**src/rtl/multdiv_pkg.sv**
```systemverilog
// Shared types and constants for the iterative multiply/divide unit.
package multdiv_pkg;

  localparam int unsigned Width = 32;
  localparam int unsigned Iter  = Width;

  typedef enum logic [1:0] {
    StIdle,
    StMul,
    StDiv,
    StDone
  } state_e;

  // Booth recode of {lo[0], q}
  localparam logic [1:0] BoothAdd = 2'b01;
  localparam logic [1:0] BoothSub = 2'b10;

endpackage

```
**src/rtl/booth_step.sv**
```systemverilog
// One radix-2 Booth iteration: sign-extended add/sub of the multiplicand into the
// high half, then a one-bit arithmetic right shift of the whole product register.
module booth_step
  import multdiv_pkg::*;
#(
  parameter int unsigned W = Width
) (
  input  logic [2*W:0] p_i,
  input  logic [W-1:0] a_i,
  output logic [2*W:0] p_o
);

  logic [W:0] hi_ext;
  logic [W:0] a_ext;
  logic [W:0] sum;

  always_comb begin
    hi_ext = {p_i[2*W], p_i[2*W:W+1]};
    a_ext  = {a_i[W-1], a_i};
    unique case (p_i[1:0])
      BoothAdd: sum = hi_ext + a_ext;
      BoothSub: sum = hi_ext - a_ext;
      default:  sum = hi_ext;
    endcase
    // Keeping the 33-bit sum makes the shift sign-correct even for A = -2^31
    p_o = {sum, p_i[W:1]};
  end

endmodule

```
**src/rtl/multdiv_iter.sv**
```systemverilog
// Iterative signed multiply (radix-2 Booth) and divide (non-restoring) unit.
// Define MULTDIV_DIV_EN to build the divider; otherwise DIV completes with exception set.
module multdiv_iter
  import multdiv_pkg::*;
#(
  parameter int unsigned WIDTH = Width,
  parameter int unsigned ITER  = Iter,
  parameter int unsigned CNT_W = $clog2(ITER) + 1
) (
  input  logic             clock,
  input  logic             reset,
  input  logic [WIDTH-1:0] data_operandA,
  input  logic [WIDTH-1:0] data_operandB,
  input  logic             ctrl_MULT,
  input  logic             ctrl_DIV,
  output logic [WIDTH-1:0] data_result,
  output logic             data_exception,
  output logic             data_resultRDY
);

  localparam logic [CNT_W-1:0] CntLast = CNT_W'(ITER - 1);

  state_e             state_q, state_d;
  logic [CNT_W-1:0]   cnt_q, cnt_d;
  logic [2*WIDTH:0]   p_q, p_d;
  logic [WIDTH-1:0]   a_q, a_d;
  logic               is_div_q, is_div_d;
  logic [WIDTH-1:0]   res_q, res_d;
  logic               exc_q, exc_d;
  logic               rdy_q, rdy_d;
  logic [2*WIDTH:0]   mul_p;

  booth_step #(
    .W (WIDTH)
  ) u_booth_step (
    .p_i (p_q),
    .a_i (a_q),
    .p_o (mul_p)
  );

`ifdef MULTDIV_DIV_EN
  logic             neg_q, neg_d;
  logic             dz_q, dz_d;
  logic [WIDTH-1:0] abs_a, abs_b;
  logic [WIDTH:0]   rem_sh, rem_nx;
  logic [2*WIDTH:0] div_p;

  // p holds {remainder[WIDTH:0], quotient[WIDTH-1:0]}; a_q holds |B|
  always_comb begin
    abs_a  = data_operandA[WIDTH-1] ? -data_operandA : data_operandA;
    abs_b  = data_operandB[WIDTH-1] ? -data_operandB : data_operandB;
    rem_sh = {p_q[2*WIDTH-1:WIDTH], p_q[WIDTH-1]};
    rem_nx = p_q[2*WIDTH] ? rem_sh + {1'b0, a_q} : rem_sh - {1'b0, a_q};
    div_p  = {rem_nx, p_q[WIDTH-2:0], ~rem_nx[WIDTH]};
  end
`endif

  always_comb begin
    state_d  = state_q;
    cnt_d    = cnt_q;
    p_d      = p_q;
    a_d      = a_q;
    is_div_d = is_div_q;
    res_d    = res_q;
    exc_d    = exc_q;
    rdy_d    = 1'b0;
`ifdef MULTDIV_DIV_EN
    neg_d    = neg_q;
    dz_d     = dz_q;
`endif

    unique case (state_q)
      StIdle: ;
      StMul: begin
        p_d   = mul_p;
        cnt_d = cnt_q + CNT_W'(1);
        if (cnt_q == CntLast) state_d = StDone;
      end
      StDiv: begin
`ifdef MULTDIV_DIV_EN
        p_d   = div_p;
`endif
        cnt_d = cnt_q + CNT_W'(1);
        if (cnt_q == CntLast) state_d = StDone;
      end
      StDone: begin
        state_d = StIdle;
        rdy_d   = 1'b1;
        if (is_div_q) begin
`ifdef MULTDIV_DIV_EN
          // Only the quotient is exported, so no remainder fix-up is needed
          res_d = dz_q ? '0 : (neg_q ? -p_q[WIDTH-1:0] : p_q[WIDTH-1:0]);
          exc_d = dz_q;
`else
          res_d = '0;
          exc_d = 1'b1;
`endif
        end else begin
          res_d = p_q[WIDTH:1];
          exc_d = p_q[2*WIDTH:WIDTH+1] != {WIDTH{p_q[WIDTH]}};
        end
      end
    endcase

    // A new start always wins, aborting whatever was in flight
    if (ctrl_MULT) begin
      state_d  = StMul;
      cnt_d    = '0;
      p_d      = {{WIDTH{1'b0}}, data_operandB, 1'b0};
      a_d      = data_operandA;
      is_div_d = 1'b0;
      res_d    = res_q;
      exc_d    = exc_q;
      rdy_d    = 1'b0;
    end else if (ctrl_DIV) begin
      state_d  = StDiv;
      cnt_d    = '0;
      is_div_d = 1'b1;
      res_d    = res_q;
      exc_d    = exc_q;
      rdy_d    = 1'b0;
`ifdef MULTDIV_DIV_EN
      p_d      = {{(WIDTH + 1){1'b0}}, abs_a};
      a_d      = abs_b;
      neg_d    = data_operandA[WIDTH-1] ^ data_operandB[WIDTH-1];
      dz_d     = data_operandB == '0;
`endif
    end
  end

  always_ff @(posedge clock) begin
    if (reset) begin
      state_q  <= StIdle;
      cnt_q    <= '0;
      p_q      <= '0;
      a_q      <= '0;
      is_div_q <= 1'b0;
      res_q    <= '0;
      exc_q    <= 1'b0;
      rdy_q    <= 1'b0;
`ifdef MULTDIV_DIV_EN
      neg_q    <= 1'b0;
      dz_q     <= 1'b0;
`endif
    end else begin
      state_q  <= state_d;
      cnt_q    <= cnt_d;
      p_q      <= p_d;
      a_q      <= a_d;
      is_div_q <= is_div_d;
      res_q    <= res_d;
      exc_q    <= exc_d;
      rdy_q    <= rdy_d;
`ifdef MULTDIV_DIV_EN
      neg_q    <= neg_d;
      dz_q     <= dz_d;
`endif
    end
  end

  assign data_result    = res_q;
  assign data_exception = exc_q;
  assign data_resultRDY = rdy_q;

endmodule

```
**config.mk**
```make
export PLATFORM = sky130hd
export DESIGN_NAME = multdiv_iter
export DESIGN_NICKNAME = d
export VERILOG_FILES = /design/src/rtl/multdiv_pkg.sv /design/src/rtl/booth_step.sv /design/src/rtl/multdiv_iter.sv
export SDC_FILE = /design/constraint.sdc
export NUM_CORES = 1
export LEC_CHECK = 0
export BUFFER_PORTS_ARGS = -buffer_cell sky130_fd_sc_hd__buf_2
export CELL_PAD_IN_SITES_DETAIL_PLACEMENT = 1
export CELL_PAD_IN_SITES_GLOBAL_PLACEMENT = 1
export CORE_ASPECT_RATIO = 1.5
export CORE_MARGIN = 2
export CORE_UTILIZATION = 48
export DETAILED_ROUTE_END_ITERATION = 12
export GPL_TIMING_DRIVEN = 0
export PLACE_DENSITY_LB_ADDON = 0.15
export SLEW_MARGIN = 20
export SYNTH_ARGS = -nofsm -noshare
export SYNTH_HDL_FRONTEND = slang
export SYNTH_HIERARCHICAL = 1
export SYNTH_SLANG_ARGS = --single-unit
```
**constraint.sdc**
```tcl
create_clock -name clock -period 8.88 [get_ports clock]
set_clock_uncertainty 0.05 [all_clocks]
set_input_delay 1.332 -clock clock [delete_from_list [all_inputs] [get_ports clock]]
set_output_delay 1.332 -clock clock [all_outputs]
set_load 0.02 [all_outputs]
```
==> flow_summary.ini, run 1 <==
[global_route]
vias_in_the_first_global_route = 8455
use_met2_pct = 52.3
grt_max_degree = 17
use_met3_pct = 4.00
grt.overflow.total = 0
grt_pass1_wl_um = 41400
met1_track_demand_over_resource_pct = 28.1
antenna_found_initial = 0
gr-usage-all-layers_pct = 27.1
most_crowded_layer_gr = met2

[run]
maxCapViolCount = 0

[timing]
max-slew-margin-rel_pct = 45.8
worst_slack_ns = 3.90
timing.final.crit_share_pct = 56.0
maxSlewViolCount = 0
rsz0062_at_grt = no
max_slew.worst_pin.slew_ns = 0.813
max_freq_mhz = 201
final_hold_fails = 0
final_period_minus_worst_setup_slack_ns = 4.98
totalNegativeSetupSlack_ns = 0
finalSetupViolCount = 0

[worst_setup_path]
timing.reg2reg.worst_path_depth = 17
required_time_at_the_endpoint_of_the_critical_path_ns = 9.13
critical_path.startpoint_type = register
timing.critical_path.to_type = register
timing.critical_path.to = p_q[61]
worst_r2r_endpoint = p_q[61]
worst_r2r_startpoint = p_q[1]
ff2ff_setup_slack_ns = 3.90
critical_path.max_fanout = 10
cp_data_arrival_time_ns = 5.23
crit_start = p_q[1]
crit_type = register to register

[finish]
layout-drive-gt1-share_pct = 17.3
layout.area.seq_mm2 = 0.00280
nNetsFinal = 1289
multiInputGateArea_mm2 = 0.00524
fillCellCount = 2235
final_core_utilization_pct = 56.1
stdcell_area_mm2 = 0.00998
insertedDiodeCount = 0
layout-area-overhead-vs-synth_pct = 15.7

[die]
die_w_um = 113
effective_utilization_at_floorplan_pct = 48.5
core_mm2 = 0.0178
num_io_pins = 102
die_h_um = 168
num_rows = 60
die_area_mm2 = 0.0191

[power_and_ir_drop]
power_per_cell_area_mw_per_mm2 = 170
clock_power_share_pct = 42.4
comb_power_share_pct = 18.2
pwr-share-seq_pct = 39.3
static-leakage-power_uw = 0.00421
ir_worst_vdd_uv = 106
internal_power_uw = 1200
switchingPower_uw = 502
switching_fraction_of_total_power_pct = 29.5

[worst_hold_path]
hold_class = register to register
worstHoldPathCells = 2

[status]
outcome = completed

[route]
first_iter_violations = 341
ant_nets = 0
drt_wl_total_um = 25000
routed_via_density = 5.58
dr_total_vias = 7885
detail_route.wl_per_cell_um = 17.7
route.detailed.drc = 0
first_pass_iters = 4

[clock_network]
cts.path.max_buffers = 2
cts_tree = yes
worstSkewPairLatency_ns = 0.43
clock_sink_count = 140
cts_resized = 0
cts.clk_slew.worst_paths_ns = 0.07
setup_repair_bufs_after_cts = 0
cts_inserted_buffers = 17
cts_root_buf = sky130_fd_sc_hd__clkbuf_16
postCtsHoldBufs = 0
htreeDepth = 4

[place]
place.detailed.hpwl_um = 18900
numPortBuffers = 99
gp_congestion = 0.855
area_after_detailed_placement_mm2 = 0.00940
pre_cts_ws_ns = 4.07

[logic_synthesis]
synth.net_count = 1171
postSynth.asyncResetShare_pct = 0
synth_enable_flop_cells = 0
ys_warns = 6
synth.avg_cell_area_um2 = 8.11
synth_seq_area_share_pct = 32.5
synth.cell_area_mm2 = 0.00863
ys_types = 68
synth_top_flop_cell = sky130_fd_sc_hd__dfxtp_1
syn_inst = 1065
synth-seq-cells = 140
==> routing by layer <==
layer | vias up | share of wire, %
li1 | 3892 | -
met1 | 3803 | 39
met5 | - | 0
met3 | 54 | 2.3
met2 | 136 | 54
met4 | 0 | 4.4
==> worst max-delay path, stage by stage, from the launching register on <==
cell                        delay (ns)
sky130_fd_sc_hd__dfxtp_1          0.41
sky130_fd_sc_hd__ha_1             0.18
sky130_fd_sc_hd__clkbuf_1         0.50
sky130_fd_sc_hd__clkbuf_1         0.68
sky130_fd_sc_hd__nor2_1           0.14
sky130_fd_sc_hd__xnor2_1          0.19
sky130_fd_sc_hd__ha_1             0.37
sky130_fd_sc_hd__o21ai_1          0.08
sky130_fd_sc_hd__a21oi_1          0.27
sky130_fd_sc_hd__o2111ai_1        0.22
sky130_fd_sc_hd__a21oi_1          0.31
sky130_fd_sc_hd__o21ai_1          0.15
sky130_fd_sc_hd__a211oi_1         0.57
sky130_fd_sc_hd__a31oi_1          0.22
sky130_fd_sc_hd__xor2_1           0.23
sky130_fd_sc_hd__o21ai_1          0.08
sky130_fd_sc_hd__mux2i_1          0.14
sky130_fd_sc_hd__nor2_1           0.05
==> cell families after synthesis <==
family,share of synthesized area (%)
adder cells (fa/ha/maj),5.59
AO/OA/AOI/OAI,15.7
multiplexers,12.0
XOR/XNOR,6.49
flip-flops,32.5
AND/OR/NAND/NOR,21.0
buffers and inverters,6.86
==> layout by cell type (no fill, tap or decap), types with 12 or more instances in the layout <==
cell type	Yosys	final
sky130_fd_sc_hd__dfxtp_1	140	140
sky130_fd_sc_hd__nand3b_1	32	32
sky130_fd_sc_hd__inv_1	23	23
sky130_fd_sc_hd__nand2_1	90	90
sky130_fd_sc_hd__mux2i_1	101	101
sky130_fd_sc_hd__nor3_1	13	13
sky130_fd_sc_hd__clkbuf_16	0	17
sky130_fd_sc_hd__o21ai_1	27	27
sky130_fd_sc_hd__a21oi_1	113	113
sky130_fd_sc_hd__nand3_1	12	12
sky130_fd_sc_hd__buf_4	35	35
sky130_fd_sc_hd__o21ai_0	14	14
sky130_fd_sc_hd__buf_2	17	116
sky130_fd_sc_hd__xor2_1	18	18
sky130_fd_sc_hd__xnor2_1	46	46
sky130_fd_sc_hd__nor2_1	182	182
sky130_fd_sc_hd__ha_1	37	37
sky130_fd_sc_hd__a21o_1	16	16
sky130_fd_sc_hd__clkbuf_1	32	32
==> how the worst min path moves through the flow <==
| stage | start | end |
|---|---|---|
| after CTS | data_result[25] | data_result[25] |
| after floorplan | p_q[0] | p_q[0] |
| final | data_result[9] | data_result[9] |
| after detailed placement | data_result[25] | data_result[25] |
| after global routing | data_result[22] | data_result[22] |
| after global placement | data_result[13] | data_result[13] |
==> flip-flops by register name, indices dropped and copies added (netlist names) <==
| signal | count |
|---|---|
| state_q | 2 |
| cnt_q | 6 |
| a_q | 32 |
| data_exception | 1 |
| is_div_q | 1 |
| data_resultRDY | 1 |
| data_result | 32 |
| p_q | 65 |
==> metrics by stage <==
stage | hold slack (ns) | cells | total power, uW
3_3_place_gp | 0.385 | 1381 | 979
2_1_floorplan | 0.410 | 1065 | 906
6_report | 0.399 | 1412 | 1700
4_1_cts | 0.402 | 1412 | 1710
3_5_place_dp | 0.393 | 1381 | 989
5_1_grt | 0.423 | 1412 | 1770
==> cells in the mapped netlist, drive strengths merged, types with 3 or more instances <==
| cell type | count | share of area, % |
|---|---|---|
| a211oi | 6 | 0.52 |
| a31oi | 13 | 1.3 |
| clkbuf | 32 | 1.4 |
| inv | 23 | 1.0 |
| nand3 | 12 | 0.70 |
| or3 | 6 | 0.43 |
| xnor2 | 46 | 4.7 |
| nand3b | 32 | 2.8 |
| nor2b | 6 | 0.43 |
| o21bai | 4 | 0.39 |
| a21oi | 114 | 6.7 |
| dfxtp | 140 | 32 |
| a21o | 17 | 1.5 |
| xor2 | 18 | 1.8 |
| nand4 | 9 | 0.65 |
| or2 | 3 | 0.22 |
| o21ai | 42 | 2.5 |
| ha | 37 | 5.4 |
| nor2 | 184 | 8.1 |
| a221o | 4 | 0.46 |
| and3 | 7 | 0.54 |
| buf | 60 | 4.5 |
| nor3 | 15 | 1.1 |
| mux2i | 101 | 12 |
| nor3b | 4 | 0.41 |
| nand2 | 90 | 3.9 |
| nor4 | 5 | 0.36 |
| nand2b | 4 | 0.29 |
| o21a | 4 | 0.36 |
==> power groups by stage <==
stage,Clock [uW],Sequential [uW],Combinational [uW]
final,721,668,310
after global routing,757,671,343
after CTS,731,669,311
after detailed placement,0,683,306
after global placement,0,681,297
after floorplan,0,677,229
==> area by class of cell <==
| class | instances | share of cell area (%) |
|---|---|---|
| Tap cell | 217 | 2.72 |
| Multi-Input combinational cell | 810 | 52.5 |
| Sequential cell | 140 | 28.1 |
| Clock buffer | 17 | 4.26 |
| Timing Repair Buffer | 99 | 4.96 |
| Clock inverter | 14 | 1.60 |
| Inverter | 23 | 0.865 |
| Buffer | 92 | 5.06 |
No activity file was read; power rests on OpenSTA's default activity.
==> run 2: changes to the inputs <==
--- a/config.mk
+++ b/config.mk
@@ -5,12 +5,13 @@
 export SDC_FILE = /design/constraint.sdc
 export NUM_CORES = 1
 export LEC_CHECK = 0
+export ABC_AREA = 1
 export BUFFER_PORTS_ARGS = -buffer_cell sky130_fd_sc_hd__buf_2
 export CELL_PAD_IN_SITES_DETAIL_PLACEMENT = 1
 export CELL_PAD_IN_SITES_GLOBAL_PLACEMENT = 1
 export CORE_ASPECT_RATIO = 1.5
 export CORE_MARGIN = 2
-export CORE_UTILIZATION = 48
+export CORE_UTILIZATION = 42
 export DETAILED_ROUTE_END_ITERATION = 12
 export GPL_TIMING_DRIVEN = 0
 export PLACE_DENSITY_LB_ADDON = 0.15
==> constraint.sdc (replaced) <==
create_clock -name clock -period 5.07 [get_ports clock]
set_clock_uncertainty 0.05 [all_clocks]
set_input_delay 0.7605 -clock clock [delete_from_list [all_inputs] [get_ports clock]]
set_output_delay 0.7605 -clock clock [all_outputs]
set_load 0.02 [all_outputs]
==> run 2 against run 1 <==
  * Cell count up 29%
  * Flip-flop and latch count unchanged
  * Maximum frequency up 28%
  * Global-route usage up 0.94 points
  * Sequential share of layout area down 1.6 points
  * Highest routed layer unchanged
==> flow_summary.ini, run 2 <==
[global_route]
grt_pass1_wl_um = 51300
gr-usage-all-layers_pct = 28.0
antenna_found_initial = 1
grt.overflow.total = 0
vias_in_the_first_global_route = 10412
grt_max_degree = 17

[worst_setup_path]
critical_path.startpoint_type = register
crit_type = register to register
critical_path.max_fanout = 5
timing.critical_path.to_type = register
cpPeakStageDelay_ns = 0.36
cp_cell_sequence = inv_1 > ha_1 > nand2_1 > nor2_2 > inv_1 > nor3_1 > nor2_1 > xor2_1 > inv_1 > ha_1 > a21oi_1 > o21ai_0 > a21oi_1 > nand2_2 > nand2_1 > nand3b_1 > nand3_1 > nand2_1 > o21ai_0 > a21oi_1
required_time_at_the_endpoint_of_the_critical_path_ns = 5.32
cp_data_arrival_time_ns = 4.12
worst_path_max_delay_cell = sky130_fd_sc_hd__dfxtp_1

[die]
effective_utilization_at_floorplan_pct = 42.5
num_io_pins = 102
num_rows = 66
die_area_mm2 = 0.0230
die_h_um = 185
core_mm2 = 0.0216
die_w_um = 125

[route]
highest-signal-layer = met4
first_pass_iters = 4
met3_length_um = 948
ant_nets = 0
detail_route.wl_per_cell_um = 17.8
drt_wl_total_um = 32500
dr_total_vias = 9721
routed_via_density = 5.33
routedLengthMet1_um = 12200
route.detailed.drc = 0
first_iter_violations = 389
met2RoutedLength_um = 17600

[finish]
insertedDiodeCount = 0
multiInputGateArea_mm2 = 0.00534
layout.area.seq_mm2 = 0.00280
layout.cells.most_common_list = 366 x sky130_fd_sc_hd__nand2_1, 225 x sky130_fd_sc_hd__nor2_1, 140 x sky130_fd_sc_hd__dfxtp_1
registers.top_by_ff_count = p_q
final_core_utilization_pct = 49.1
layout-area-overhead-vs-synth_pct = 15.4
layout-drive-gt1-share_pct = 15.3
most_common_library_cell_in_the_layout_ignoring_fill_and_taps = sky130_fd_sc_hd__nand2_1
final_cells = 1825
fillCellCount = 2976
nNetsFinal = 1647
largest_register_ff_count = 65

[timing]
final_hold_fails = 0
worst_hold_slack_ns = 0.417
totalNegativeSetupSlack_ns = 0
finalSetupViolCount = 0
timing.final.crit_share_pct = 76.5
rsz0062_at_grt = no
max_slew.worst_pin.slew_ns = 0.681
maxSlewViolCount = 0
final_period_minus_worst_setup_slack_ns = 3.88
max-slew-margin-rel_pct = 54.6
max_freq_mhz = 258

[power_and_ir_drop]
switchingPower_uw = 938
comb_power_share_pct = 21.2
static-leakage-power_uw = 0.00506
pwr-share-seq_pct = 39.0
ir_worst_vdd_uv = 261
switching_fraction_of_total_power_pct = 30.6
power_per_cell_area_mw_per_mm2 = 290
clock_power_share_pct = 39.8
internal_power_uw = 2130

[run]
maxCapViolCount = 0

[place]
placed_cells_incl_taps = 1794
numPortBuffers = 99
gp_congestion = 0.877
place.detailed.hpwl_um = 26400

[logic_synthesis]
ys_warns = 6
postSynth.asyncResetShare_pct = 0
ys_types = 41
synth_common_cells = 366 x sky130_fd_sc_hd__nand2_1, 225 x sky130_fd_sc_hd__nor2_1, 140 x sky130_fd_sc_hd__dfxtp_1, 127 x sky130_fd_sc_hd__inv_1, 88 x sky130_fd_sc_hd__a21oi_1
synth.avg_cell_area_um2 = 6.44
yosysTopAreaCellShare_pct = 30.6
synth_largest_area_cell = sky130_fd_sc_hd__dfxtp_1
synth_seq_area_share_pct = 30.6
synth.net_count = 1529
synth_most_common_cell = sky130_fd_sc_hd__nand2_1
synth_enable_flop_cells = 0
synth-seq-cells = 140
synth_top_flop_cell = sky130_fd_sc_hd__dfxtp_1
netlist_top_cells_area = sky130_fd_sc_hd__dfxtp_1 31%, sky130_fd_sc_hd__nand2_1 15%, sky130_fd_sc_hd__nor2_1 9.2%
syn_inst = 1423
synth.cell_area_mm2 = 0.00916

[worst_hold_path]
hold_class = register to register

[clock_network]
clock_sink_count = 140
cts_inserted_buffers = 17
cts_tree = yes
worstSkewPairLatency_ns = 0.43
setup_repair_bufs_after_cts = 0
cts_root_buf = sky130_fd_sc_hd__clkbuf_16
cts.path.max_buffers = 2
postCtsHoldBufs = 0
cts.clk_slew.worst_paths_ns = 0.06
htreeDepth = 4
cts_resized = 0

[status]
outcome = completed
==> run 2: area by class of cell <==
class / instances / area share, %
Inverter: 133 / 4.74
Tap cell: 272 / 3.22
Timing Repair Buffer: 99 / 4.69
Clock buffer: 25 / 4.88
Clock inverter: 6 / 0.556
Sequential cell: 140 / 26.5
Multi-Input combinational cell: 1061 / 50.5
Buffer: 89 / 4.89
==> run 2: power groups by stage <==
stage	sequential (uW)	clock, uW	combinational, uW
after floorplan	1200	0	454
after global placement	1220	0	627
after detailed placement	1220	0	642
after CTS	1200	1240	651
after global routing	1200	1270	725
final	1200	1220	649
==> run 2: path summary, 6_finish.rpt <==
| kind | from | to | slack [ns] | depth (start not counted) |
|---|---|---|---|---|
| hold reg to reg | data_result[9] | data_result[9] | 0.42 | 2 |
| hold / removal | data_result[9] | data_result[9] | 0.42 | 2 |
| setup / recovery | a_q[0] | p_q[63] | 1.19 | 20 |
| setup reg to reg | a_q[0] | p_q[63] | 1.19 | 20 |
==> run 2: routing by layer <==
metal / vias up / track usage (%)
met1: 4588 / 26.8
met4: 0 / 16.4
met2: 195 / 55.7
li1: 4844 / -
met5: - / 0
met3: 94 / 4.65
==> run 2: cells by family (layout without fill, tap and decap cells) <==
family                   Yosys count  count (layout)  synth area share (%)
AO/OA/AOI/OAI                    232             232                  15.0
buffers and inverters            222             352                  11.1
adder cells (fa/ha/maj)           38              38                  5.27
XOR/XNOR                          34              34                  3.25
flip-flops                       140             140                  30.6
AND/OR/NAND/NOR                  757             757                  34.8
==> run 2: through the flow <==
| step | cell area [um^2] | worst slack [ns] | total power (uW) |
|---|---|---|---|
| after global routing | 10600 | 0.870 | 3200 |
| after global placement | 10000 | 1.32 | 1840 |
| final | 10600 | 1.19 | 3060 |
| after floorplan | 9160 | 2.30 | 1660 |
| after detailed placement | 10000 | 1.23 | 1860 |
| after CTS | 10600 | 1.18 | 3080 |
==> run 2: critical path: cells and delay by family, from the launching register on <==
kind,cells,cell delay [ns]
AND/OR/NAND/NOR,9,1.27
AO/OA/AOI/OAI,5,1.08
adder cells (fa/ha/maj),2,0.53
flip-flops,1,0.36
buffers and inverters,3,0.30
XOR/XNOR,1,0.16
